**src/rtl/sdram_pkg.sv**
```systemverilog
// Shared definitions for the SDRAM read/write FIFO blocks: burst FSM encoding,
// byte ordering of 16-bit words, and the default burst length of the controller.
package sdram_pkg;

  typedef enum logic [1:0] {
    ST_IDLE = 2'd0,
    ST_REQ  = 2'd1,
    ST_RECV = 2'd2
  } burst_state_t;

  localparam bit BYTE_ORDER_LOW_FIRST = 1'b1;
  localparam int SDRAM_BURST_LEN      = 8;

  // sel = 0 picks the byte that leaves first, sel = 1 the one that leaves second.
  function automatic logic [7:0] pick_byte(input logic [15:0] word, input logic sel);
    logic hi;
    hi = sel ^ !BYTE_ORDER_LOW_FIRST;
    return hi ? word[15:8] : word[7:0];
  endfunction

endpackage

```
**src/rtl/sdram_rd_unpack_if.sv**
```systemverilog
// Bundles the controller read port and the user byte-pop port of the read unpacker.
interface sdram_rd_unpack_if #(
  parameter int DEPTH = 256
);
  localparam int LW = $clog2(DEPTH) + 2;

  // Handshakes: burst_req stays high until the one-cycle burst_ack pulse; every
  // cycle with sdram_rd_valid high carries one beat (no backpressure); a byte is
  // popped on each cycle with fifo_rd_en high and fifo_empty low.
  logic                       rd_enable;
  logic                       burst_req;
  logic                       burst_ack;
  logic                       sdram_rd_valid;
  logic [15:0]                sdram_rd_data;
  logic                       fifo_rd_en;
  logic [7:0]                 fifo_rd_data;
  logic                       fifo_empty;
  logic [LW-1:0]              fifo_level;
  logic                       ovf_err;
  sdram_pkg::burst_state_t    state_dbg;

  modport master (
    input  rd_enable, burst_ack, sdram_rd_valid, sdram_rd_data, fifo_rd_en,
    output burst_req, fifo_rd_data, fifo_empty, fifo_level, ovf_err, state_dbg
  );

  modport slave (
    output rd_enable, burst_ack, sdram_rd_valid, sdram_rd_data, fifo_rd_en,
    input  burst_req, fifo_rd_data, fifo_empty, fifo_level, ovf_err, state_dbg
  );

endinterface

```
**src/rtl/sdram_sp_ram.sv**
```systemverilog
// Simple dual-port word store: one synchronous write port, one asynchronous read port.
module sdram_sp_ram #(
  parameter int DEPTH = 256,
  parameter int WIDTH = 16
) (
  input  logic                     clk_i,
  input  logic                     we_i,
  input  logic [$clog2(DEPTH)-1:0] waddr_i,
  input  logic [WIDTH-1:0]         wdata_i,
  input  logic [$clog2(DEPTH)-1:0] raddr_i,
  output logic [WIDTH-1:0]         rdata_o
);

  logic [WIDTH-1:0] mem_q [DEPTH];

  always_ff @(posedge clk_i) begin
    if (we_i) mem_q[waddr_i] <= wdata_i;
  end

  assign rdata_o = mem_q[raddr_i];

endmodule

```
**src/rtl/sdram_rd_unpack.sv**
```systemverilog
// Requests fixed-length SDRAM read bursts, buffers the 16-bit beats and hands
// them out as bytes, first byte of each word first.
module sdram_rd_unpack
  import sdram_pkg::*;
#(
  parameter int DEPTH     = 256,
  parameter int BURST_LEN = SDRAM_BURST_LEN
) (
  input  logic              clk,
  input  logic              rst,
  sdram_rd_unpack_if.master bus
);

  localparam int AW = $clog2(DEPTH);
  localparam int PW = AW + 1;
  localparam int LW = AW + 2;
  localparam int CW = (BURST_LEN > 1) ? $clog2(BURST_LEN) : 1;

  localparam logic [PW-1:0] DEPTH_W   = PW'(DEPTH);
  localparam logic [PW:0]   DEPTH_X   = (PW+1)'(DEPTH);
  localparam logic [PW:0]   BURST_X   = (PW+1)'(BURST_LEN);
  localparam logic [CW-1:0] LAST_BEAT = CW'(BURST_LEN - 1);

  burst_state_t  state_q;
  logic          burst_req_q;
  logic [CW-1:0] beat_cnt_q;

  logic [PW-1:0] wr_ptr_q, wr_ptr_d;
  logic [PW-1:0] rd_ptr_q, rd_ptr_d;
  logic          byte_sel_q, byte_sel_d;
  logic [7:0]    rd_data_q, rd_data_d;
  logic          ovf_err_q, ovf_err_d;

  logic [PW-1:0] used;
  logic [PW:0]   outstanding;
  logic [PW:0]   committed;
  logic [LW-1:0] level;
  logic          can_request;
  logic          has_space;
  logic          push;
  logic          drop;
  logic          pop;
  logic [15:0]   rd_word;

  // Beats still owed by the current burst are reserved so a compliant
  // controller can never overrun the buffer.
  assign used        = wr_ptr_q - rd_ptr_q;
  assign outstanding = (state_q == ST_RECV) ? (BURST_X - (PW+1)'(beat_cnt_q)) : '0;
  assign committed   = {1'b0, used} + outstanding;
  assign can_request = (committed + BURST_X) <= DEPTH_X;

  assign has_space = used < DEPTH_W;
  assign push      = bus.sdram_rd_valid && (state_q == ST_RECV) && has_space;
  assign drop      = bus.sdram_rd_valid && !push;
  assign level     = {used, 1'b0} - LW'(byte_sel_q);
  assign pop       = bus.fifo_rd_en && (level != '0);

  sdram_sp_ram #(
    .DEPTH (DEPTH),
    .WIDTH (16)
  ) u_ram (
    .clk_i   (clk),
    .we_i    (push),
    .waddr_i (wr_ptr_q[AW-1:0]),
    .wdata_i (bus.sdram_rd_data),
    .raddr_i (rd_ptr_q[AW-1:0]),
    .rdata_o (rd_word)
  );

  always_ff @(posedge clk or posedge rst) begin
    if (rst) begin
      state_q     <= ST_IDLE;
      burst_req_q <= 1'b0;
      beat_cnt_q  <= '0;
    end else begin
      case (state_q)
        ST_IDLE: begin
          if (bus.rd_enable && can_request) begin
            state_q     <= ST_REQ;
            burst_req_q <= 1'b1;
          end
        end
        ST_REQ: begin
          if (bus.burst_ack) begin
            state_q     <= ST_RECV;
            burst_req_q <= 1'b0;
            beat_cnt_q  <= '0;
          end
        end
        ST_RECV: begin
          // beat_cnt_q is the index of the beat currently arriving.
          if (bus.sdram_rd_valid) begin
            if (beat_cnt_q == LAST_BEAT) state_q <= ST_IDLE;
            else                         beat_cnt_q <= beat_cnt_q + CW'(1);
          end
        end
        default: begin
          state_q     <= ST_IDLE;
          burst_req_q <= 1'b0;
        end
      endcase
    end
  end

  always_comb begin
    wr_ptr_d   = wr_ptr_q;
    rd_ptr_d   = rd_ptr_q;
    byte_sel_d = byte_sel_q;
    rd_data_d  = rd_data_q;
    ovf_err_d  = ovf_err_q;
    if (push) wr_ptr_d = wr_ptr_q + PW'(1);
    if (pop) begin
      rd_data_d  = pick_byte(rd_word, byte_sel_q);
      byte_sel_d = !byte_sel_q;
      if (byte_sel_q) rd_ptr_d = rd_ptr_q + PW'(1);
    end
    if (drop) ovf_err_d = 1'b1;
  end

  always_ff @(posedge clk or posedge rst) begin
    if (rst) begin
      wr_ptr_q   <= '0;
      rd_ptr_q   <= '0;
      byte_sel_q <= 1'b0;
      rd_data_q  <= 8'h00;
      ovf_err_q  <= 1'b0;
    end else begin
      wr_ptr_q   <= wr_ptr_d;
      rd_ptr_q   <= rd_ptr_d;
      byte_sel_q <= byte_sel_d;
      rd_data_q  <= rd_data_d;
      ovf_err_q  <= ovf_err_d;
    end
  end

  assign bus.burst_req    = burst_req_q;
  assign bus.fifo_rd_data = rd_data_q;
  assign bus.fifo_level   = level;
  assign bus.fifo_empty   = (level == '0);
  assign bus.ovf_err      = ovf_err_q;
  assign bus.state_dbg    = state_q;

endmodule

```
**src/flat_wrapper.sv**
```systemverilog
// flat-port wrapper written by rule: the top's interface ports become plain ports
module sdram_rd_unpack_flat import sdram_pkg::*;
#(
  parameter int DEPTH     = 256,
  parameter int BURST_LEN = SDRAM_BURST_LEN
)
  (clk, rst, bus_rd_enable, bus_burst_ack, bus_sdram_rd_valid, bus_sdram_rd_data, bus_fifo_rd_en, bus_burst_req, bus_fifo_rd_data, bus_fifo_empty, bus_fifo_level, bus_ovf_err, bus_state_dbg);
  sdram_rd_unpack_if #(.DEPTH(DEPTH)) bus_i ();
  input  logic clk;
  input  logic rst;
  input wire logic [$bits(bus_i.rd_enable)-1:0] bus_rd_enable;
  input wire logic [$bits(bus_i.burst_ack)-1:0] bus_burst_ack;
  input wire logic [$bits(bus_i.sdram_rd_valid)-1:0] bus_sdram_rd_valid;
  input wire logic [$bits(bus_i.sdram_rd_data)-1:0] bus_sdram_rd_data;
  input wire logic [$bits(bus_i.fifo_rd_en)-1:0] bus_fifo_rd_en;
  output wire logic [$bits(bus_i.burst_req)-1:0] bus_burst_req;
  output wire logic [$bits(bus_i.fifo_rd_data)-1:0] bus_fifo_rd_data;
  output wire logic [$bits(bus_i.fifo_empty)-1:0] bus_fifo_empty;
  output wire logic [$bits(bus_i.fifo_level)-1:0] bus_fifo_level;
  output wire logic [$bits(bus_i.ovf_err)-1:0] bus_ovf_err;
  output wire logic [$bits(bus_i.state_dbg)-1:0] bus_state_dbg;
  assign bus_i.rd_enable = bus_rd_enable;
  assign bus_i.burst_ack = bus_burst_ack;
  assign bus_i.sdram_rd_valid = bus_sdram_rd_valid;
  assign bus_i.sdram_rd_data = bus_sdram_rd_data;
  assign bus_i.fifo_rd_en = bus_fifo_rd_en;
  assign bus_burst_req = bus_i.burst_req;
  assign bus_fifo_rd_data = bus_i.fifo_rd_data;
  assign bus_fifo_empty = bus_i.fifo_empty;
  assign bus_fifo_level = bus_i.fifo_level;
  assign bus_ovf_err = bus_i.ovf_err;
  assign bus_state_dbg = bus_i.state_dbg;
  sdram_rd_unpack #(.DEPTH(DEPTH), .BURST_LEN(BURST_LEN)) u_core (.clk(clk), .rst(rst), .bus(bus_i));
endmodule
```
**config.mk**
```make
export PLATFORM = sky130hd
export DESIGN_NAME = sdram_rd_unpack_flat
export DESIGN_NICKNAME = d
export VERILOG_FILES = /design/src/rtl/sdram_pkg.sv /design/src/rtl/sdram_rd_unpack_if.sv /design/src/rtl/sdram_sp_ram.sv /design/src/rtl/sdram_rd_unpack.sv /design/src/flat_wrapper.sv
export SDC_FILE = /design/constraint.sdc
export NUM_CORES = 2
export LEC_CHECK = 0
export ABC_AREA = 0
export BUFFER_PORTS_ARGS = -buffer_cell sky130_fd_sc_hd__buf_2
export CORE_UTILIZATION = 35
export DETAILED_ROUTE_END_ITERATION = 6
export PLACE_DENSITY = 0.52
export SYNTH_ARGS = -nofsm -noshare
export SYNTH_HDL_FRONTEND = slang
export SYNTH_SLANG_ARGS = --single-unit
```
**constraint.sdc**
```tcl
create_clock -name clk -period 10.4 [get_ports clk]
set_input_delay 0.52 -clock clk [delete_from_list [all_inputs] [get_ports clk]]
set_output_delay 0.52 -clock clk [all_outputs]
set_load 0.005 [all_outputs]
```
==> flow_summary.ini <==
[placed_design]
dpl.hpwl_mm = 273.8
place_ws_ps = 4530
gp_congestion = 0.8574
numPortBuffers = 44

[critical_path]
startpoint_type = flop
reg2reg_to = u_core.bus.fifo_rd_data[2]
setup.worst_path.start = u_core.rd_ptr_q[1]
rr_worst_depth = 11
worstSetupPathType = reg2out
crit_end = bus_fifo_empty
cp.required_ps = 9880
regToRegSetupSlack_ps = 4520
cp_max_fo = 19
crit_path_end_kind = output pin
rr_startpoint = u_core.rd_ptr_q[6]
crit_arrival_ps = 5860

[clocking]
cts_made_buffers = 423
cts_max_path_buffers = 4
h-tree-depth = 5
ctsHoldBuffers = 10
cts_resized = 0
clock_sinks = 4130
postCtsSetupRepairBufs = 0
clk_pin_slew_ps = 60
cts_tree = built
clock_latency_ps = 990
cts_root_buf = clkbuf_16

[outcome]
status = finished, violations left
failed_checks = capacitance limit, slew limit

[floorplan]
die_y_um = 675.8
num_rows = 247
start_util_pct = 35.14
core_area_um2 = 452100
dieArea_um2 = 456700
die_w_um = 675.8
io_pins = 45

[logic_synthesis]
synthFlopType = edfxtp_1
async_flop_share_pct = 0.8232
synth_top_family_by_area = multiplexers
syn_area_um2 = 158900
synth_top_area_cell = edfxtp_1
yosys.area_share.simple_pct = 2.037
yosysTopAreaCellShare_pct = 77.41
synth_edf_count = 4096
synthMostInstantiatedCell = edfxtp_1
netlist_top_cells_area = edfxtp_1 77%, mux4_2 14%, mux2i_1 1.4%, nor2_1 0.98%, a22oi_1 0.70%
avgSynthCellArea_um2 = 21.73
netlist_top_cells_count = 4,096 x edfxtp_1, 966 x mux4_2, 415 x nor2_1
synth-seq-cells = 4130
ys_types = 74
syn-num-nets = 7361
synth_compound_area_share_pct = 2.974
synth.area.mux_share_pct = 15.45
ys_seq_area_share_pct = 77.95
syn-instance-count = 7311
synth_fa_ha_area_share_pct = 0.2299
yosysWarningCount = 0
synth_xor_area_share_pct = 0.1890

[power]
p_leak_uw = 0.05649
p_per_area_nw_per_um2 = 251.8
p_total_uw = 45840
peakVddDrop_v = 0.0002540

[route]
drt_iter0_markers = 8859
vias = 78116
routed_wl_mm = 454.3
wl_per_cell_um = 32.20
drtPass1Iterations = 6
drc = 0
via_per_inst = 5.537
ant_nets = 0

[global_routing]
antenna_found_initial = 25
grt_use_total_pct = 19.59
gr-total-overflow = 0
grt_max_degree = 175
grt_pass1_wl_mm = 633.0
grt_pass1_vias = 78863

[timing]
fin_crit_sh_pct = 61.37
setup_ws_ps = 4018
max_clock_freq_mhz = 156.7
holdWs_ps = 21.57
worstMarginPinSlew_ps = 1697
clock_skew_ps = 59.98
fin_setup_tns_ps = 0
drv_slew = 78
final.min_clock_period_ps = 6382
hold_violations = 0
finalSetupViolCount = 0
maxSlewHeadroom_pct = -13.13
rsz0062_at_grt = no

[final_layout]
register_area_um2 = 123900
multiInputGateArea_um2 = 33370
final_layout_size_suffix_gt1_share_pct = 26.08
nets = 7820
area_growth_syn_to_layout_pct = 14.56
fillers = 39672

[min_path]
hold_start = bus_sdram_rd_data[11]
min_path_type = in2reg

[flow_run]
maxCapViolCount = 1
## area by class of cell
class	instances	share of cell area (%)
flip-flops and latches	4130	68.05
multi-input cells	2740	18.34
clock buffers	515	6.091
well taps	5976	4.108
repair buffers	445	1.980
clock inverters	266	1.358
inverters	30	0.06324
diodes	7	0.009624
## cells by family after synthesis
family                     Yosys count
xor gates and xnor gates            31
adders and majority gates           28
and+or+nand+nor                    750
muxes                             1239
AOI/OAI and AO/OA                  692
buffers and inverters              441
DFF                               4130
## layout by cell type, fill, tap and decap left out, types with 84 or more instances in the layout
cell       count
mux2i_1      225
edfxtp_1    4096
o21ai_0      139
a21oi_1      105
a22oi_1      148
clkbuf_16    428
nor2_1       375
clkinv_2      84
nand2_1      137
buf_4        376
mux4_2       966
clkinv_1     112
## registers in the layout (all words and copies together) (netlist names)
name and flops:
u_core.rd_ptr_q 9, u_core.beat_cnt_q 3, u_core.u_ram.mem_q 4096, u_core.bus.burst_req 1, u_core.wr_ptr_q 9, u_core.bus.ovf_err 1, u_core.bus.state_dbg 2, u_core.byte_sel_q 1
u_core.bus.fifo_rd_data 8
## per-layer routing
metal	vias to the layer above	global-route usage, %	routed length, um	part of all wire [%]
met1	42842	27.60	192700	42
met4	6	5.902	14530	3.2
met2	2853	31.56	217600	48
met3	648	2.935	29450	6.5
met5	-	0	41	0.0090
li1	31767	-	-	-
## worst min path at each step
stage / endpoint / slack, ps / depth (start not counted)
after floorplan: u_core.bus.ovf_err / 460 / 1
after global placement: u_core.wr_ptr_q[8] / 490 / 1
after detailed placement: u_core.wr_ptr_q[8] / 500 / 1
after CTS: u_core.u_ram.mem_q[38][14] / 2 / 1
after global routing: u_core.u_ram.mem_q[52][11] / 40 / 1
final: u_core.u_ram.mem_q[52][11] / 20 / 1
## stage by stage
stage / std cells / area, um2 / util [%]
global placement: 13310 / 168300 / 37.23
detailed placement: 13310 / 168300 / 37.23
global route: 14104 / 182000 / 40.25
finish: 14109 / 182000 / 40.26
floorplan: 7311 / 158900 / -
CTS: 14101 / 182000 / 40.25
## worst max-delay path, cell delays in order (launching register included)
cell and delay (ps):
dfrtp_4 640, clkinv_1 570, fa_1 710, xor2_2 270, nor3b_2 440, o221ai_1 280, a211oi_1 350, nor3_1 120
or4b_1 500, or3_1 710, inv_1 160, buf_2 130
## power breakdown
group	internal (uW)	switching, uW	total (uW)
clock	8550	6420	15000
sequential	18300	177	18500
combinational	4840	7520	12400
total	31700	14100	45800
Power figures use the tool's default switching activity.
